===== src/rtl/ven_pkg.sv =====
// ven_pkg: state, product, coin and price constants shared by the vending datapath.
package ven_pkg;
    typedef enum logic [1:0] {IDLE, CREDIT, DISPENSE, CHANGE} state_t;
    localparam logic [1:0] PROD_NONE = 2'b00;
    localparam logic [1:0] PROD_NEWS = 2'b01;
    localparam logic [1:0] PROD_CADBURY = 2'b10;
    localparam logic [1:0] PROD_JUICE = 2'b11;
    localparam logic [4:0] COIN_1 = 5'd1;
    localparam logic [4:0] COIN_5 = 5'd5;
    localparam logic [4:0] COIN_10 = 5'd10;
    localparam int PRICE_NEWS_DEF = 5;
    localparam int PRICE_CADBURY_DEF = 10;
    localparam int PRICE_JUICE_DEF = 15;
    function automatic logic [4:0] greedy_coin(input logic [4:0] amt);
        return amt >= COIN_10 ? COIN_10 : amt >= COIN_5 ? COIN_5 : COIN_1;
    endfunction
endpackage


===== src/rtl/ven_sale_ctrl_if.sv =====
// ven_sale_ctrl_if: coin, keypad, dispenser and change hopper signals of the sale controller.
interface ven_sale_ctrl_if;
    logic       coin_valid;
    logic [4:0] coin_value;
    logic       select_valid;
    logic [1:0] select_product;
    logic       cancel;
    logic       disp_req;
    logic [1:0] disp_product;
    logic       disp_ack;
    logic       change_valid;
    logic [4:0] change_coin;
    logic       change_ready;
    logic [4:0] credit;
    logic       coin_reject;
    logic       short_credit;
    logic       disp_fault;
    logic       busy;
    modport master (
        input  coin_valid, coin_value, select_valid, select_product, cancel, disp_ack, change_ready,
        output disp_req, disp_product, change_valid, change_coin, credit, coin_reject, short_credit,
               disp_fault, busy
    );
    modport slave (
        output coin_valid, coin_value, select_valid, select_product, cancel, disp_ack, change_ready,
        input  disp_req, disp_product, change_valid, change_coin, credit, coin_reject, short_credit,
               disp_fault, busy
    );
endinterface


===== src/rtl/ven_change_dispenser.sv =====
// ven_change_dispenser: pays a loaded amount out greedily, one coin per valid/ready handshake.
module ven_change_dispenser import ven_pkg::*; (
    input  logic       clock,
    input  logic       reset,
    input  logic       load,
    input  logic [4:0] amount,
    input  logic       change_ready,
    output logic       change_valid,
    output logic [4:0] change_coin,
    output logic       done
);
    logic [4:0] rem;
    // done flags the final handshake, or an empty amount with nothing offered
    assign done = change_valid ? change_ready && rem == change_coin : rem == '0;
    always_ff @(posedge clock or negedge reset) begin
        if (!reset) begin
            rem <= '0;
            change_valid <= 1'b0;
            change_coin <= '0;
        end else if (load) begin
            rem <= amount;
            change_valid <= 1'b0;
        end else if (change_valid && change_ready) begin
            rem <= rem - change_coin;
            change_valid <= 1'b0;
        end else if (rem != '0) begin
            change_valid <= 1'b1;
            change_coin <= greedy_coin(rem);
        end
    end
endmodule


===== src/rtl/ven_sale_ctrl.sv =====
// ven_sale_ctrl: credit accumulation, selection arbitration, dispense handshake and change payout.
module ven_sale_ctrl import ven_pkg::*; #(
    parameter int PRICE_NEWS = PRICE_NEWS_DEF,
    parameter int PRICE_CADBURY = PRICE_CADBURY_DEF,
    parameter int PRICE_JUICE = PRICE_JUICE_DEF,
    parameter int CREDIT_MAX = 31,
    parameter int IDLE_TIMEOUT = 200,
    parameter int DISP_TIMEOUT = 50
) (
    input logic clock,
    input logic reset,
    ven_sale_ctrl_if.master bus
);
    localparam int IW = $clog2(IDLE_TIMEOUT + 1);
    localparam int DW = $clog2(DISP_TIMEOUT + 1);
    function automatic logic [4:0] price_of(input logic [1:0] p);
        return p == PROD_NEWS ? 5'(PRICE_NEWS) : p == PROD_CADBURY ? 5'(PRICE_CADBURY) : 5'(PRICE_JUICE);
    endfunction
    state_t state;
    logic [IW-1:0] idle_cnt;
    logic [DW-1:0] disp_cnt;
    logic [5:0] sum;
    logic coin_acc, sel_ok, idle_to, disp_to, chg_load, done;
    logic [4:0] sel_price, chg_amt;
    assign sum = {1'b0, bus.credit} + {1'b0, bus.coin_value};
    assign coin_acc = bus.coin_valid && sum <= 6'(CREDIT_MAX) &&
                      (bus.coin_value == COIN_1 || bus.coin_value == COIN_5 || bus.coin_value == COIN_10);
    assign sel_ok = bus.select_valid && bus.select_product != PROD_NONE;
    assign sel_price = price_of(bus.select_product);
    assign idle_to = idle_cnt == IW'(IDLE_TIMEOUT - 1);
    assign disp_to = disp_cnt == DW'(DISP_TIMEOUT - 1);
    // cancel, idle timeout and dispense timeout all hand the credit to the payout engine
    assign chg_load = (state == CREDIT && (bus.cancel || (!sel_ok && !coin_acc && idle_to))) ||
                      (state == DISPENSE && !bus.disp_ack && disp_to);
    assign chg_amt = state == DISPENSE ? bus.credit + price_of(bus.disp_product) : bus.credit;
    ven_change_dispenser u_chg (
        .clock(clock),
        .reset(reset),
        .load(chg_load),
        .amount(chg_amt),
        .change_ready(bus.change_ready),
        .change_valid(bus.change_valid),
        .change_coin(bus.change_coin),
        .done(done)
    );
    always_ff @(posedge clock or negedge reset) begin
        if (!reset) begin
            state <= IDLE;
            bus.credit <= '0;
            bus.disp_req <= 1'b0;
            bus.disp_product <= PROD_NONE;
            bus.coin_reject <= 1'b0;
            bus.short_credit <= 1'b0;
            bus.disp_fault <= 1'b0;
            bus.busy <= 1'b0;
            idle_cnt <= '0;
            disp_cnt <= '0;
        end else begin
            bus.coin_reject <= 1'b0;
            bus.short_credit <= 1'b0;
            bus.disp_fault <= 1'b0;
            if (chg_load) begin
                state <= CHANGE;
                bus.busy <= 1'b1;
                bus.credit <= chg_amt;
                bus.disp_req <= 1'b0;
                bus.disp_fault <= state == DISPENSE;
                bus.coin_reject <= bus.coin_valid;
                idle_cnt <= '0;
            end else begin
                case (state)
                    IDLE: begin
                        bus.coin_reject <= bus.coin_valid && !coin_acc;
                        if (coin_acc) begin
                            bus.credit <= sum[4:0];
                            state <= CREDIT;
                            idle_cnt <= '0;
                        end
                    end
                    CREDIT: begin
                        if (sel_ok) begin
                            bus.coin_reject <= bus.coin_valid;
                            idle_cnt <= '0;
                            if (bus.credit >= sel_price) begin
                                bus.credit <= bus.credit - sel_price;
                                bus.disp_req <= 1'b1;
                                bus.disp_product <= bus.select_product;
                                bus.busy <= 1'b1;
                                disp_cnt <= '0;
                                state <= DISPENSE;
                            end else bus.short_credit <= 1'b1;
                        end else if (coin_acc) begin
                            bus.credit <= sum[4:0];
                            idle_cnt <= '0;
                        end else begin
                            bus.coin_reject <= bus.coin_valid;
                            idle_cnt <= idle_cnt + 1'b1;
                        end
                    end
                    DISPENSE: begin
                        bus.coin_reject <= bus.coin_valid;
                        if (bus.disp_ack) begin
                            bus.disp_req <= 1'b0;
                            bus.busy <= 1'b0;
                            idle_cnt <= '0;
                            state <= bus.credit != '0 ? CREDIT : IDLE;
                        end else disp_cnt <= disp_cnt + 1'b1;
                    end
                    default: begin
                        bus.coin_reject <= bus.coin_valid;
                        if (bus.change_valid && bus.change_ready) bus.credit <= bus.credit - bus.change_coin;
                        if (done) begin
                            state <= IDLE;
                            bus.busy <= 1'b0;
                        end
                    end
                endcase
            end
        end
    end
endmodule


===== src/flat_wrapper.sv =====
// flat-port wrapper written by rule: the top's interface ports become plain ports
module ven_sale_ctrl_flat import ven_pkg::*;
#(
    parameter int PRICE_NEWS = PRICE_NEWS_DEF,
    parameter int PRICE_CADBURY = PRICE_CADBURY_DEF,
    parameter int PRICE_JUICE = PRICE_JUICE_DEF,
    parameter int CREDIT_MAX = 31,
    parameter int IDLE_TIMEOUT = 200,
    parameter int DISP_TIMEOUT = 50
)
  (clock, reset, bus_coin_valid, bus_coin_value, bus_select_valid, bus_select_product, bus_cancel, bus_disp_ack, bus_change_ready, bus_disp_req, bus_disp_product, bus_change_valid, bus_change_coin, bus_credit, bus_coin_reject, bus_short_credit, bus_disp_fault, bus_busy);
  ven_sale_ctrl_if bus_i ();
  input logic clock;
  input logic reset;
  input wire logic [$bits(bus_i.coin_valid)-1:0] bus_coin_valid;
  input wire logic [$bits(bus_i.coin_value)-1:0] bus_coin_value;
  input wire logic [$bits(bus_i.select_valid)-1:0] bus_select_valid;
  input wire logic [$bits(bus_i.select_product)-1:0] bus_select_product;
  input wire logic [$bits(bus_i.cancel)-1:0] bus_cancel;
  input wire logic [$bits(bus_i.disp_ack)-1:0] bus_disp_ack;
  input wire logic [$bits(bus_i.change_ready)-1:0] bus_change_ready;
  output wire logic [$bits(bus_i.disp_req)-1:0] bus_disp_req;
  output wire logic [$bits(bus_i.disp_product)-1:0] bus_disp_product;
  output wire logic [$bits(bus_i.change_valid)-1:0] bus_change_valid;
  output wire logic [$bits(bus_i.change_coin)-1:0] bus_change_coin;
  output wire logic [$bits(bus_i.credit)-1:0] bus_credit;
  output wire logic [$bits(bus_i.coin_reject)-1:0] bus_coin_reject;
  output wire logic [$bits(bus_i.short_credit)-1:0] bus_short_credit;
  output wire logic [$bits(bus_i.disp_fault)-1:0] bus_disp_fault;
  output wire logic [$bits(bus_i.busy)-1:0] bus_busy;
  assign bus_i.coin_valid = bus_coin_valid;
  assign bus_i.coin_value = bus_coin_value;
  assign bus_i.select_valid = bus_select_valid;
  assign bus_i.select_product = bus_select_product;
  assign bus_i.cancel = bus_cancel;
  assign bus_i.disp_ack = bus_disp_ack;
  assign bus_i.change_ready = bus_change_ready;
  assign bus_disp_req = bus_i.disp_req;
  assign bus_disp_product = bus_i.disp_product;
  assign bus_change_valid = bus_i.change_valid;
  assign bus_change_coin = bus_i.change_coin;
  assign bus_credit = bus_i.credit;
  assign bus_coin_reject = bus_i.coin_reject;
  assign bus_short_credit = bus_i.short_credit;
  assign bus_disp_fault = bus_i.disp_fault;
  assign bus_busy = bus_i.busy;
  ven_sale_ctrl #(.PRICE_NEWS(PRICE_NEWS), .PRICE_CADBURY(PRICE_CADBURY), .PRICE_JUICE(PRICE_JUICE), .CREDIT_MAX(CREDIT_MAX), .IDLE_TIMEOUT(IDLE_TIMEOUT), .DISP_TIMEOUT(DISP_TIMEOUT)) u_core (.clock(clock), .reset(reset), .bus(bus_i));
endmodule

===== config.mk =====
export PLATFORM = sky130hd
export DESIGN_NAME = ven_sale_ctrl_flat
export DESIGN_NICKNAME = d
export VERILOG_FILES = /design/src/rtl/ven_pkg.sv /design/src/rtl/ven_sale_ctrl_if.sv /design/src/rtl/ven_change_dispenser.sv /design/src/rtl/ven_sale_ctrl.sv /design/src/flat_wrapper.sv
export SDC_FILE = /design/constraint.sdc
export NUM_CORES = 1
export LEC_CHECK = 0
export CORE_UTILIZATION = 62
export CTS_CLUSTER_DIAMETER = 50
export DETAILED_ROUTE_END_ITERATION = 12
export PLACE_DENSITY = 0.86
export SKIP_LAST_GASP = 1
export SYNTH_ARGS = -nofsm -noshare
export SYNTH_HDL_FRONTEND = slang
export SYNTH_SLANG_ARGS = --single-unit

===== constraint.sdc =====
create_clock -name clock -period 6.3 [get_ports clock]
set_clock_uncertainty 0.2 [all_clocks]
set_input_delay 0.63 -clock clock [delete_from_list [all_inputs] [get_ports clock]]
set_output_delay 0.63 -clock clock [all_outputs]
set_load 0.02 [all_outputs]

==> metrics.md <==
| Metric | Value |
|---|---|
| Area grow syn2layout | 12.9% |
| Clock Path Buffers | 2 |
| LEAKAGE | between 1.5 and 2 nW |
| Clk slew on worst S/H paths | 0.08 ns |
| Synth async-reset ratio | 100% |
| Avg Cell Area, Syn | 8.52 µm² |
| Post-DP HPWL | 5150 µm |
| CTS tree | yes |
| Synth Cell Area | 3070 µm² |
| Startpoint Class | input pin |
| Clock Latency Late Sink | roughly 0.30 ns |
| Max FO, Critical Path | 19 |
| Vias in the first global route | 2622 |
| Final Cycle Share | 62.5% |
| Max Cap Viol | 0 |
| Worst slew pin tran | 0.923 ns |
| Slew Limit Fails | 0 |
| Die span in x | 72.3 µm |
| WL/cell | 15.5 µm |
| Final nets | between 400 and 500 |
| Xor/xnor cell area share of the yosys netlist | 3.14% |
| Register area | 926 µm² |
| WP buf/inv | 1 |
| Most frequent cells in the layout | nand2_1, dfrtp_1, ha_1 |
| ANT cells | 0 |
| First-pass GRT wire length | 11800 µm |
| DR vias | 2692 |
| Fin crit period | 3.94 ns |
| Vias/cell | 5.98 |
| Antenna Nets Post-Route | 0 |
| Adder-cell share of the synthesized area | 15.5% |
| Chip height | a little over 70 µm |
| Die area | 5230 µm² |
| Cell Chain, Critical Path | clkdlybuf4s50_1, ha_1, a21oi_1, o221ai_1, or3_1, a41oi_4, o2111ai_2, or4b_1, nand3_1 |
| Initial antenna violation count | 0 |
| Share of cells above drive strength 1 | 6.27% |
| Worst hold path type | input pin to async pin |
| Main combinational cell family by area after synthesis | simple AND/OR/NAND/NOR gates |
| Commonest non-fill, non-tap cell in the layout | nand2_1 |
| Clock root cell | clkbuf_8 |
| WS Path Type | input pin to flop |
| WP data required | 6.33 ns |
| Synth warnings | 0 |
| Max IR drop VDD | approximately 0.39 mV |
| Placement Setup Slack | 2.07 ns |
| Num CTS Buffers | 5 |
| Crit path DAT | 3.97 ns |
| Max incr delay on CP | 0.60 ns |
| Final setup violating endpoints | 0 |
| Post-synthesis compound-gate area fraction | 20.0% |
| Fin cells | between 400 and 500 |
| Fillcell total | roughly 380 |
| Unique cell type count in the Yosys netlist | 56 |
| Post-synth EDFFs | 0 |
| Top cell type's share of synthesized area | 30.2% |
| Post-synthesis simple-gate area fraction | 23.4% |
| Top_reg_cell synth | dfrtp_1 |
| Pwr dens | ~510 nW/µm² |
| Depth of the most critical reg-to-reg path | 9 |
| H-tree depth | 2 |
| Crit path capture | u_core.disp_cnt[3] |
| Crit path max-delay family | simple AND/OR/NAND/NOR gates |
| Max Clk Rate | 254 MHz |
| Slowest-stage cell, CP | or4b_1 |
| Drt first pass iters | 6 |
| Levels on crit path | 9 |
| DR iter-0 viols | between 150 and 200 |
| Slew margin rel. | 38.4% |
| Footprint of the multi-input gates | between 1500 and 2000 µm² |
| Post-Route WL | 6950 µm |
| Tot GR Track Use | 29.0% |
| Hold buffers post-CTS | 0 |
| Synth Register Bits | 37 |
| Setup tns final | 0 ns |
| R2r startpoint | u_core.state[0] |
| Final hold violation count | 0 |
| Status | finished clean |
| Initial Util | 64.5% |
| Sequential share of the synthesized area | 30.2% |
| Design area | roughly 3500 µm² |
| Post-route DRC | 0 |
| Reg2Reg Setup Slack | 2.40 ns |
| Crit path launch | bus_coin_value[3] |
| Post-Synthesis Cells | 360 |
| Final worst slack | roughly 2.4 ns |
| DP Cell Count | 442 |
| CTS resizes | 0 |
| Largest net degree at the start of global routing | 38 |
| RSZ-0062 raised after global routing | false |
| GP Congestion | just over 0.9 |
| Leading area contributor after synthesis | dfrtp_1 |
| CP endpoint kind | flop |
| Grt ovf | 0 |
| RR Endpoint | u_core.idle_cnt[7] |
| IO Port Bufs | 30 |
| Post-synthesis mux area share | 2.53% |
| Finished Core Util | roughly 73% |
| Placed Area | approximately 3400 µm² |
| Core ar. | ~4800 µm² |
| IO Count | 32 |
| Rows | 25 |
| Setup Fix Bufs, Post-CTS | 0 |
| CTS sink count | 37 |
| Synth Net Count | between 400 and 500 |
| Synth area leaders | dfrtp_1, ha_1, nand2_1 |
==> sequential cells by signal, summed over array words and instances (netlist names) <==
signal	count
u_core.bus.busy	1
u_core.bus.coin_reject	1
u_core.bus.credit	5
u_core.bus.disp_fault	1
u_core.bus.disp_product	2
u_core.bus.disp_req	1
u_core.bus.short_credit	1
u_core.disp_cnt	6
u_core.idle_cnt	8
u_core.state	2
u_core.u_chg.change_coin	3
u_core.u_chg.change_valid	1
u_core.u_chg.rem	5
==> area by class of cell <==
type | count | area share, %
flip-flops and latches | 37 | 26.8
clock inverters | 2 | 0.398
repair buffers | 30 | 8.53
multi-input cells | 288 | 57.3
inverters | 20 | 2.17
clock buffers | 6 | 2.39
well taps | 67 | 2.42
==> stage by stage <==
| stage | power, mW | hold slack, ns |
|---|---|---|
| after CTS | 1.77 | 0.261 |
| after global routing | 1.95 | 0.301 |
| after floorplan | 1.29 | 0.134 |
| after detailed placement | 1.58 | 0.296 |
| after global placement | 1.55 | 0.282 |
| final | 1.78 | 0.227 |
==> Yosys cell counts (all sizes together), types with 6 or more instances <==
library cell,number
nand2,43
dfrtp,37
ha,30
o21ai,28
a21oi,27
nor2,23
inv,20
nand3,16
nand2b,15
clkbuf,9
nor3,9
xor2,7
buf,6
mux2,6
nor2b,6
o22ai,6
==> power by group <==
group | internal, mW | total [mW] | leakage (nW) | switching, mW
clock network | 0.0886 | 0.176 | 0.0512 | 0.0876
registers | 0.322 | 0.445 | 0.476 | 0.123
logic | 0.512 | 1.16 | 1.00 | 0.646
==> kinds of logic after synthesis <==
family	count (synthesis)
mux	7
other cells	1
flops	37
buf+inv	35
simple gates	140
fa+ha+maj	35
xor+xnor	11
compound gates	94
==> how the worst min path moves through the flow <==
stage | to | slack [ns] | cells past startpoint
6_report | u_core.idle_cnt[7] | 0.23 | 1
5_1_grt | u_core.idle_cnt[6] | 0.30 | 1
4_1_cts | u_core.idle_cnt[6] | 0.26 | 1
3_5_place_dp | u_core.idle_cnt[1] | 0.30 | 2
3_3_place_gp | u_core.idle_cnt[1] | 0.28 | 2
2_1_floorplan | u_core.bus.busy | 0.13 | 0
==> layer usage <==
| metal | vias up | share of wire [%] | track usage (%) |
|---|---|---|---|
| li1 | 1328 | - | - |
| met1 | 1259 | 43 | 37.8 |
| met2 | 93 | 50 | 48.8 |
| met3 | 12 | 6.1 | 5.28 |
| met4 | 0 | 1.3 | 9.59 |
| met5 | - | 0 | 0 |
No activity file was read; power rests on OpenSTA's default activity.
